<file path="config.mk">
export PLATFORM = sky130hd
export DESIGN_NAME = stopwatch_ctl
export DESIGN_NICKNAME = d
export VERILOG_FILES = /design/src/rtl/stopwatch_ctl.sv
export SDC_FILE = /design/constraint.sdc
export NUM_CORES = 1
export LEC_CHECK = 0
export ABC_AREA = 1
export CORE_ASPECT_RATIO = 0.7
export CORE_MARGIN = 4
export CORE_UTILIZATION = 55
export DETAILED_ROUTE_END_ITERATION = 12
export HOLD_SLACK_MARGIN = 0.05
export PLACE_DENSITY = 0.75
export SKIP_CTS_REPAIR_TIMING = 1
export SLEW_MARGIN = 25
export SYNTH_ARGS = -nofsm -noshare
export SYNTH_HDL_FRONTEND = slang
export SYNTH_SLANG_ARGS = --single-unit
export TNS_END_PERCENT = 10
</file>
<file path="constraint.sdc">
create_clock -name clk -period 2.8 [get_ports clk]
set_clock_uncertainty 0.05 [all_clocks]
set_input_delay 0.28 -clock clk [delete_from_list [all_inputs] [get_ports clk]]
set_output_delay 0.28 -clock clk [all_outputs]
set_load 0.1 [all_outputs]
</file>
<file path="src/rtl/stopwatch_ctl.sv">
// SS.cc stopwatch: run/pause/clear/lap control over a 10 ms prescaler and a mod-10/10/10/6 digit cascade.
// Tick to digits takes 2 edges (tick registered, then applied); all outputs registered; no backpressure.
module stopwatch_ctl #(
   parameter int TICK_DIV = 1000000
) (
   input  logic       clk,
   input  logic       rst_n,
   input  logic       start_stop,
   input  logic       clear,
   input  logic       lap,
   output logic [3:0] d0,
   output logic [3:0] d1,
   output logic [3:0] d2,
   output logic [2:0] d3,
   output logic       running,
   output logic       lap_active,
   output logic       wrap
);
   localparam int TW = $clog2(TICK_DIV);

   localparam logic [1:0] S_IDLE  = 2'd0;
   localparam logic [1:0] S_RUN   = 2'd1;
   localparam logic [1:0] S_PAUSE = 2'd2;

   logic [1:0]    state, state_nx;
   logic [TW-1:0] presc;
   logic          tick, tick_q;
   logic [3:0]    c0, c1, c2;
   logic [2:0]    c3;
   logic [3:0]    c0_nx, c1_nx, c2_nx;
   logic [2:0]    c3_nx;
   logic          cy0, cy1, cy2, cy3;
   logic [3:0]    l0, l1, l2;
   logic [2:0]    l3;
   logic          lap_take, lap_nx, grab;

   always_comb begin
      tick = (state == S_RUN) && (presc == TW'(TICK_DIV - 1));

      // Each digit wraps on >= its limit, so a forced out-of-range value recovers to 0 and carries.
      cy0   = tick_q && (c0 >= 4'd9);
      cy1   = cy0 && (c1 >= 4'd9);
      cy2   = cy1 && (c2 >= 4'd9);
      cy3   = cy2 && (c3 >= 3'd5);
      c0_nx = tick_q ? ((c0 >= 4'd9) ? 4'd0 : c0 + 4'd1) : c0;
      c1_nx = cy0    ? ((c1 >= 4'd9) ? 4'd0 : c1 + 4'd1) : c1;
      c2_nx = cy1    ? ((c2 >= 4'd9) ? 4'd0 : c2 + 4'd1) : c2;
      c3_nx = cy2    ? ((c3 >= 3'd5) ? 3'd0 : c3 + 3'd1) : c3;

      state_nx = state;
      if (start_stop) begin
         case (state)
            S_IDLE:  state_nx = S_RUN;
            S_RUN:   state_nx = S_PAUSE;
            S_PAUSE: state_nx = S_RUN;
            default: state_nx = S_IDLE;
         endcase
      end

      lap_take = lap && !start_stop && (state != S_IDLE);
      lap_nx   = lap_take ? !lap_active : lap_active;
      grab     = lap_take && !lap_active;
   end

   always_ff @(posedge clk or negedge rst_n) begin
      if (!rst_n) begin
         state <= S_IDLE;  presc <= '0;  tick_q <= 1'b0;
         c0 <= '0;  c1 <= '0;  c2 <= '0;  c3 <= '0;
         l0 <= '0;  l1 <= '0;  l2 <= '0;  l3 <= '0;
         d0 <= '0;  d1 <= '0;  d2 <= '0;  d3 <= '0;
         running <= 1'b0;  lap_active <= 1'b0;  wrap <= 1'b0;
      end else if (clear) begin
         state <= S_IDLE;  presc <= '0;  tick_q <= 1'b0;
         c0 <= '0;  c1 <= '0;  c2 <= '0;  c3 <= '0;
         d0 <= '0;  d1 <= '0;  d2 <= '0;  d3 <= '0;
         running <= 1'b0;  lap_active <= 1'b0;  wrap <= 1'b0;
      end else begin
         state   <= state_nx;
         running <= (state_nx == S_RUN);
         if (state == S_RUN)
            presc <= tick ? '0 : presc + TW'(1);
         tick_q <= tick;
         c0 <= c0_nx;  c1 <= c1_nx;  c2 <= c2_nx;  c3 <= c3_nx;
         wrap <= cy3;
         lap_active <= lap_nx;
         // The latch captures the pre-increment count even if a tick lands in the same cycle.
         if (grab) begin
            l0 <= c0;  l1 <= c1;  l2 <= c2;  l3 <= c3;
         end
         if (lap_nx) begin
            d0 <= grab ? c0 : l0;
            d1 <= grab ? c1 : l1;
            d2 <= grab ? c2 : l2;
            d3 <= grab ? c3 : l3;
         end else begin
            d0 <= c0_nx;  d1 <= c1_nx;  d2 <= c2_nx;  d3 <= c3_nx;
         end
      end
   end
endmodule

</file>
# --- Word level (Yosys, flattened, before mapping) ---
# Cells that the tools add are included.
totals:
  regBits: 71
  mem_count: 0
  latchBits: 0
  wordCells: 80
  in_bits: 5
  romBits: 0
  ram_bits: 0
  output_inout_bits: 18
classes:
  addsub: 5
  bitwise: 0
  n_reduce_logical: 14
  n_lt_le_gt_ge: 4
  div_mod_pow: 0
  shifts: 0
  n_mux: 35
  eq_ne: 4
  n_mul: 0
op_table:
  columns: ["cell", "n"]
  rows:
  - ["$mux W4", 18]
  - ["$mux W20", 3]
  - ["$add A20 B1 Y20 const B", 1]
  - ["$eq A20 B20 Y1 const B", 1]
  - ["$mux W3", 6]
  - ["$add A4 B1 Y4 const B", 3]
  - ["$ge A4 B4 Y1 const B", 3]
  - ["$logic_and A1 B1 Y1", 8]
  - ["$mux W1", 5]
  - ["$eq A2 B1 Y1 const B", 2]
  - ["$mux W2", 2]
  - ["$pmux W2 S2", 1]
  - ["$reduce_bool A2 Y1", 2]
  - ["$add A3 B1 Y3 const B", 1]
  - ["$ge A3 B3 Y1 const B", 1]
  - ["$eq A2 B2 Y1 const B", 1]
  - ["$logic_not A1 Y1", 2]
  - ["$logic_not A2 Y1", 1]
  - ["$reduce_or A2 Y1", 1]

# --- Logic depth before layout (Yosys ltp) ---
# Gate-level depths: netlist of the first run.
depth:
  ltp_word: 7
  depth_mapped: 12
  depth_no_buf: 11

# --- Worst setup path before layout of the first run ---
# No wires, ideal clock.
synth_timing:
  kind: "flip-flop to flip-flop"
  from: "reg lap_active"
  to: "reg d2[2]"
  path_buffers: 1
  arrival_ns: 1.961
  slack_ns: 0.711
  path_stages_with_launch: 8
  required_ns: 2.672
  setup_ns: 0.078
  period_less_slack_ns: 2.089
  cell_sequence: "dfrtp_1 inv_1 ha_1 clkbuf_2 clkinv_1 nor2_1 nand2_1 o21bai_1"
synth_via:
  elab_chain_len: 5
  elab_cells_between_ends: 6
  cone_classes: "mux (4); reduce/logical (2)"
synth_rtl:
  columns: ["element", "line_no", "rtl"]
  rows:
  - ["start: declaration", "16", "output logic lap_active,"]
  - ["start signal: assignment", "85", "lap_active <= lap_nx;"]
  - ["$logic_not A1 Y1", "61, 62", null]
  - ["$logic_and A1 B1 Y1", "62", "grab = lap_take && !lap_active;"]
  - ["$mux W4", null, null]
  - ["$mux W4 *", "90", "if (lap_nx) begin"]
  - ["$mux W4 *", "72", "end else if (clear) begin"]
  - ["end signal: assignment", "93", "d2 <= grab ? c2 : l2;"]
  - ["end signal: assignment", "96", "d0 <= c0_nx; d1 <= c1_nx; d2 <= c2_nx; d3 <= c3_nx;"]
  - ["end: declaration", "13", "output logic [3:0] d2,"]
# Every way passes the cells marked *; elsewhere a longest branch is shown, timed or not.
# A chain may end at the register's enable or synchronous reset.

# --- Worst setup path after layout of the first run ---
layout_timing:
  from: "reg presc[0]"
  to: "reg presc[11]"
layout_via:
  elab_chain_len: 5
  elab_cells_between_ends: 6
  cone_classes: "add/sub (1); eq/ne (1); mux (3); reduce/logical (1)"
layout_rtl:
  columns: ["element", "line_no", "rtl"]
  rows:
  - ["start: declaration", "26", "logic [TW-1:0] presc;"]
  - ["start signal: assignment", "81", "presc <= tick ? '0 : presc + TW'(1);"]
  - ["branches (longest 2 deep; another with $add A20 B1 Y20)", null, null]
  - ["$mux W20 *", "81", null]
  - ["$mux W20 *", "80", "if (state == S_RUN)"]
  - ["$mux W20 *", "72", null]
# Mark *: on every way between the ends. The select of a mux whose other input is x is not followed.

==> results of run 1 <==
[power groups by stage]
stage               clock, W  sequential [W]  combinational (W)
detailed placement         0         0.00113           0.000333
global placement           0         0.00113           0.000327
CTS                 0.000753         0.00111           0.000334
global route        0.000796         0.00112           0.000365
floorplan                  0         0.00123           0.000135
finish              0.000732         0.00111           0.000331
[cells by family after synthesis]
family / Yosys count / synth area share
simple gates: 262 / 0.312
xor+xnor: 9 / 0.0203
compound gates: 65 / 0.0884
fa+ha+maj: 13 / 0.0419
buf+inv: 72 / 0.0767
mux: 1 / 0.00258
flops: 71 / 0.458
[layer usage]
| layer | vias to the layer above | track usage | wire length [um] | part of all wire |
|---|---|---|---|---|
| met5 | - | 0 | 0 | 0 |
| met2 | 69 | 0.297 | 3310 | 0.41 |
| li1 | 1608 | - | - | - |
| met1 | 1433 | 0.314 | 4230 | 0.53 |
| met4 | 0 | 0.0605 | 92 | 0.011 |
| met3 | 9 | 0.0452 | 385 | 0.048 |
[layout make-up]
type	instances	area, um2	share of cell area
Clock inverter	3	17.5	0.00407
Sequential cell	71	1780	0.413
Inverter	58	218	0.0506
Timing Repair Buffer	27	208	0.0483
Multi-Input combinational cell	350	1810	0.420
Clock buffer	13	159	0.0369
Tap cell	94	118	0.0273
[through the flow]
step                cells  setup WS, ns  hold slack (ns)  power, W
finish                616         0.942           0.0924   0.00217
floorplan             493         0.711          -0.0656   0.00137
CTS                   616         0.944            0.132   0.00220
global placement      600         0.698            0.409   0.00145
global route          616         0.786            0.172   0.00228
detailed placement    600         0.609            0.423   0.00146
[path summary, 6_finish.rpt]
| kind | end | slack, ns | cells past startpoint |
|---|---|---|---|
| max in group asynchronous | presc[4] | 2.04 | 2 |
| hold / removal | d1[1] | 0.09 | 2 |
| setup reg to reg | presc[11] | 0.94 | 7 |
| min in group clk | l1[1] | 0.43 | 2 |
| hold reg to reg | l1[1] | 0.43 | 2 |
| setup / recovery | presc[11] | 0.94 | 7 |
[cells in the final DEF, fill, tap and decap left out, types with 3 or more instances in the layout]
| cell | instances |
|---|---|
| inv_1 | 53 |
| nand4_1 | 8 |
| nor2_4 | 5 |
| nand3_1 | 19 |
| o21bai_1 | 4 |
| clkbuf_8 | 11 |
| o21ai_1 | 5 |
| nor3_1 | 6 |
| inv_2 | 3 |
| clkdlybuf4s50_1 | 3 |
| nand3_2 | 5 |
| nand2_2 | 7 |
| a21oi_1 | 16 |
| xor2_1 | 7 |
| ha_1 | 13 |
| nor2_1 | 63 |
| o21ai_0 | 38 |
| buf_4 | 23 |
| dfrtp_1 | 71 |
| nand2_1 | 136 |
[sequential cells by signal (all words and copies together) (netlist names), 4 cells and up]
register,count
c0,4
c1,4
c2,4
d0,4
d1,4
d2,4
l0,4
l1,4
l2,4
presc,20
[worst max-delay path: cells and delay by family (launching register included)]
family        cells  cell delay (ns)
fa+ha+maj         1             0.31
flops             1             0.39
simple gates      6             1.01
==> flow_summary.ini, run 1 <==
[detailed_routing]
wl_per_cell_um = 13.0
avgViaCountPerCell = 5.06
drc_errors = 0
drtPass1Iterations = 5
drtIter0Drc = 193
vias = 3119
wl_um = 8020
drtAntennaViolNets = 0

[logic_synthesis]
synth_cell_types = 36
seq_area_frac_synth = 0.458
syn_inst = 493
synth-seq-cells = 71
yosysMostFrequentCell = nand2_1
synth_area_leader_cell = dfrtp_1
syn_area_um2 = 3880
synth_nets = 511
synth_top_area_frac = 0.458
yosys-top-cells-count = nand2_1, dfrtp_1, nor2_1
syn_avg_cell_area_um2 = 7.87
netlist_top_cells_area = dfrtp_1, nand2_1, nor2_1
synth_edf_count = 0
synth_ff_type = dfrtp_1
ys_warn_count = 0
async_flop_share = 1.00

[timing]
maxSlewViolCount = 0
min_period_ns = 1.86
grt_setup_unrepaired = no
timing.setup.tns_ns = 0
worst_slew_pin_slew_ns = 0.884
fmax_mhz = 538
hold_violations = 0
max-slew-margin-rel = 0.410
fin_crit_sh = 0.663
setup_violations = 0

[global_route]
grt_usage = 0.207
grt_pass1_wl_um = 13700
antenna_found_initial = 0
grt_pass1_vias = 2900
grt_max_degree = 72
overflow = 0

[floorplanning]
start_util = 0.572
dieArea_um2 = 8480
pin_count = 23
fp.dieH_um = 78.3
coreArea_um2 = 6790
placementRows = 25
die_x_um = 108

[setup_path]
worstSetupPathType = reg -> reg
critical-path-top-cell-by-count = nand3_2
end_kind = flip-flop
cp-startpoint = presc[0]
max_stage_delay_ns = 0.39
crit_fanout = 13
critPathLaunchType = flip-flop
crit-reg2reg-launch = presc[0]
worstPathArrival_ns = 2.04
cpMaxStageDelayCell = dfrtp_1
required_ns = 2.98
crit_path_cell_trace = ha_1, nand3_2, nor2_4, nand3_2, nand2_2, nor2_1, and2_1

[clocking]
clkTransAtPathRegs_ns = 0.07
clk_latency_ns = 0.34
cts-root-buf = clkbuf_8
clock-sinks = 71
clock_path_buffers = 2
cts_made_buffers = 9
htree_levels = 3
cts_tree = built

[placed_design]
portBuffers = 22
dp_hpwl_um = 5630
routabilityCongestion = 0.901
place_area_um2 = 4130

[status]
outcome = completed

[power_and_ir_drop]
irDropWorstVdd_v = 0.000356
p_seq_frac = 0.511
swShare = 0.297
intPower_w = 0.00153
power_switching_w = 0.000645
p_clk_frac = 0.337
power_density_nw_per_um2 = 505
comb_power_share = 0.153
p_leak_nw = 2.06

[cells_and_area]
nNetsFinal = 535
stdcell_area_um2 = 4300
n_antenna_cell = 0
final_util = 0.634
drive_above_1_share = 0.126
nFillCells = 583
synthToLayoutAreaGrowth_pct = 10.9

[min_path]
hp-class = in -> async

[job]
drv_cap = 0
No activity file was read; power rests on OpenSTA's default activity.
==> run 2, diff against run 1 <==
CORE_UTILIZATION = 54   (was 55)
PLACE_DENSITY = 0.76   (was 0.75)
clock period = 1.5 ns   (was 2.8 ns; I/O delays follow)
==> run 2 against run 1 <==
The flow now finishes with violations (negative setup slack); clock power increased by 140%; final area increased by 22%; core utilization increased by 13 points; non-clock buffer count increased by 54; worst hold slack improved by 0.20 ns; first-iteration DRC count increased by 40%; count of clock-buffer cells in the layout decreased by 2; combinational power increased by 150%; die area increased by 1.7%; critical endpoint is now d2[0]; largest power group unchanged.
==> flow_summary.ini, run 2 (synthesis results as in run 1) <==
[timing]
worst_slew_pin_slew_ns = 0.383
fin_crit_sh = 1.12
max-slew-margin-rel = 0.745
fmax_mhz = 594
grt_setup_unrepaired = yes
hold_violations = 0
fin_ws_ns = -0.183
maxSlewViolCount = 0
min_period_ns = 1.68
setup_violations = 22

[setup_path]
required_ns = 1.69
crit_fanout = 6
r2r_cells = 10
critPathLaunchType = flip-flop
end_kind = flip-flop
worstSetupPathType = reg -> reg
worstPathArrival_ns = 1.88

[cells_and_area]
drive_above_1_share = 0.269
final_cell_mix = nand2_1, dfrtp_1, nor2_1, inv_1, buf_4
synthToLayoutAreaGrowth_pct = 35.6
nNetsFinal = 589
largest_reg_flops = 20
regMostFlops = presc
n_antenna_cell = 0
final_util = 0.768
layout_commonest_cell = nand2_1

[power_and_ir_drop]
power_switching_w = 0.00136
swShare = 0.291
p_seq_frac = 0.449
total_power_w = 0.00466
intPower_w = 0.00331
comb_power_share = 0.177
power_density_nw_per_um2 = 886
p_clk_frac = 0.373
irDropWorstVdd_v = 0.000687
p_leak_nw = 2.45

[placed_design]
dp_hpwl_um = 6710
routabilityCongestion = 0.916
portBuffers = 22

[global_route]
grt_pass1_wl_um = 16200
overflow = 0
grt_usage = 0.243
grt_max_degree = 72
antenna_found_initial = 0
grt_pass1_vias = 3376

[floorplanning]
pin_count = 23
placementRows = 25
coreArea_um2 = 6850
fp.dieH_um = 78.9
dieArea_um2 = 8630
start_util = 0.566
die_x_um = 109

[detailed_routing]
drtIter0Drc = 271
drc_errors = 0
vias = 3543
wl_um = 10000
drtAntennaViolNets = 0
drtPass1Iterations = 6
avgViaCountPerCell = 5.29
wl_per_cell_um = 14.9

[clocking]
clk_latency_ns = 0.36
cts_tree = built
cts-root-buf = clkbuf_8
clkTransAtPathRegs_ns = 0.08
clock_path_buffers = 2
htree_levels = 3
clock-sinks = 71
cts_made_buffers = 9

[status]
outcome = finished, violations left
violations = negative setup slack

[min_path]
hp-class = in -> async

[job]
drv_cap = 0
## run 2: cell types whose count changed in the layout (fill, tap and decap cells not counted), sizes merged
cell and delta:
buf +53, clkbuf -2, dlygate4sd3 +1, bufinv +2
## run 2: metal layers
metal  vias up  track usage  share of wire
met5         -            0              0
met4         0       0.0560          0.020
met3        22       0.0626          0.066
met2       127        0.366           0.44
met1      1678        0.355           0.47
li1       1716            -              -
## run 2: critical path, cell delays in order, from the launching register on
cell and delay [ns]:
dfrtp_1 0.41, inv_1 0.06, ha_2 0.16, nand3b_1 0.12, nand2_2 0.11, nor2_4 0.13, buf_12 0.14, buf_6 0.12
nand2_1 0.08, o21ai_2 0.09, a21oi_1 0.08
## run 2: layout make-up
| cell class | instances | area [um2] |
|---|---|---|
| Fill cell | 438 | 1590 |
| Tap cell | 94 | 118 |
| Multi-Input combinational cell | 350 | 1980 |
| Timing Repair Buffer | 81 | 935 |
| Clock inverter | 5 | 81.3 |
| Inverter | 58 | 225 |
| Clock buffer | 11 | 141 |
| Sequential cell | 71 | 1780 |
## run 2: path summary, 6_finish.rpt
| path | from | end | slack, ns |
|---|---|---|---|
| setup / recovery | c0[0] | d2[0] | -0.18 |
| hold / removal | rst_n | c2[3] | 0.29 |
| setup reg to reg | c0[0] | d2[0] | -0.18 |
| hold reg to reg | l1[1] | l1[1] | 0.44 |
| max in group asynchronous | rst_n | lap_active | 0.78 |
| min in group clk | start_stop | state[1] | 0.44 |
## run 2: power by group through the flow
stage               combinational, W  clock, W  sequential [W]
floorplan                   0.000280         0         0.00231
CTS                         0.000809   0.00175         0.00209
global placement            0.000784         0         0.00212
detailed placement          0.000804         0         0.00213
finish                      0.000826   0.00174         0.00210
global route                0.000893   0.00185         0.00211
## run 2: metrics by stage
step | hold slack [ns] | worst slack, ns | cells | setup TNS (ns) | instance area [um2]
3_5_place_dp | 0.156 | -0.341 | 651 | -10.03 | 4830
4_1_cts | -0.227 | -0.209 | 667 | -4.17 | 5050
6_report | 0.292 | -0.183 | 670 | -2.39 | 5260
3_3_place_gp | 0.154 | -0.300 | 651 | -8.74 | 4830
2_1_floorplan | -0.196 | -0.0484 | 493 | -0.220 | 3940
5_1_grt | 0.339 | -0.270 | 670 | -7.15 | 5260
==> run 3, diff against run 2 <==
CTS_CLUSTER_SIZE = 20   (was unset)
HOLD_SLACK_MARGIN = unset   (was 0.05)
==> results of run 3 <==
No change in the layout: final DEF, timing and power equal those of run 2.
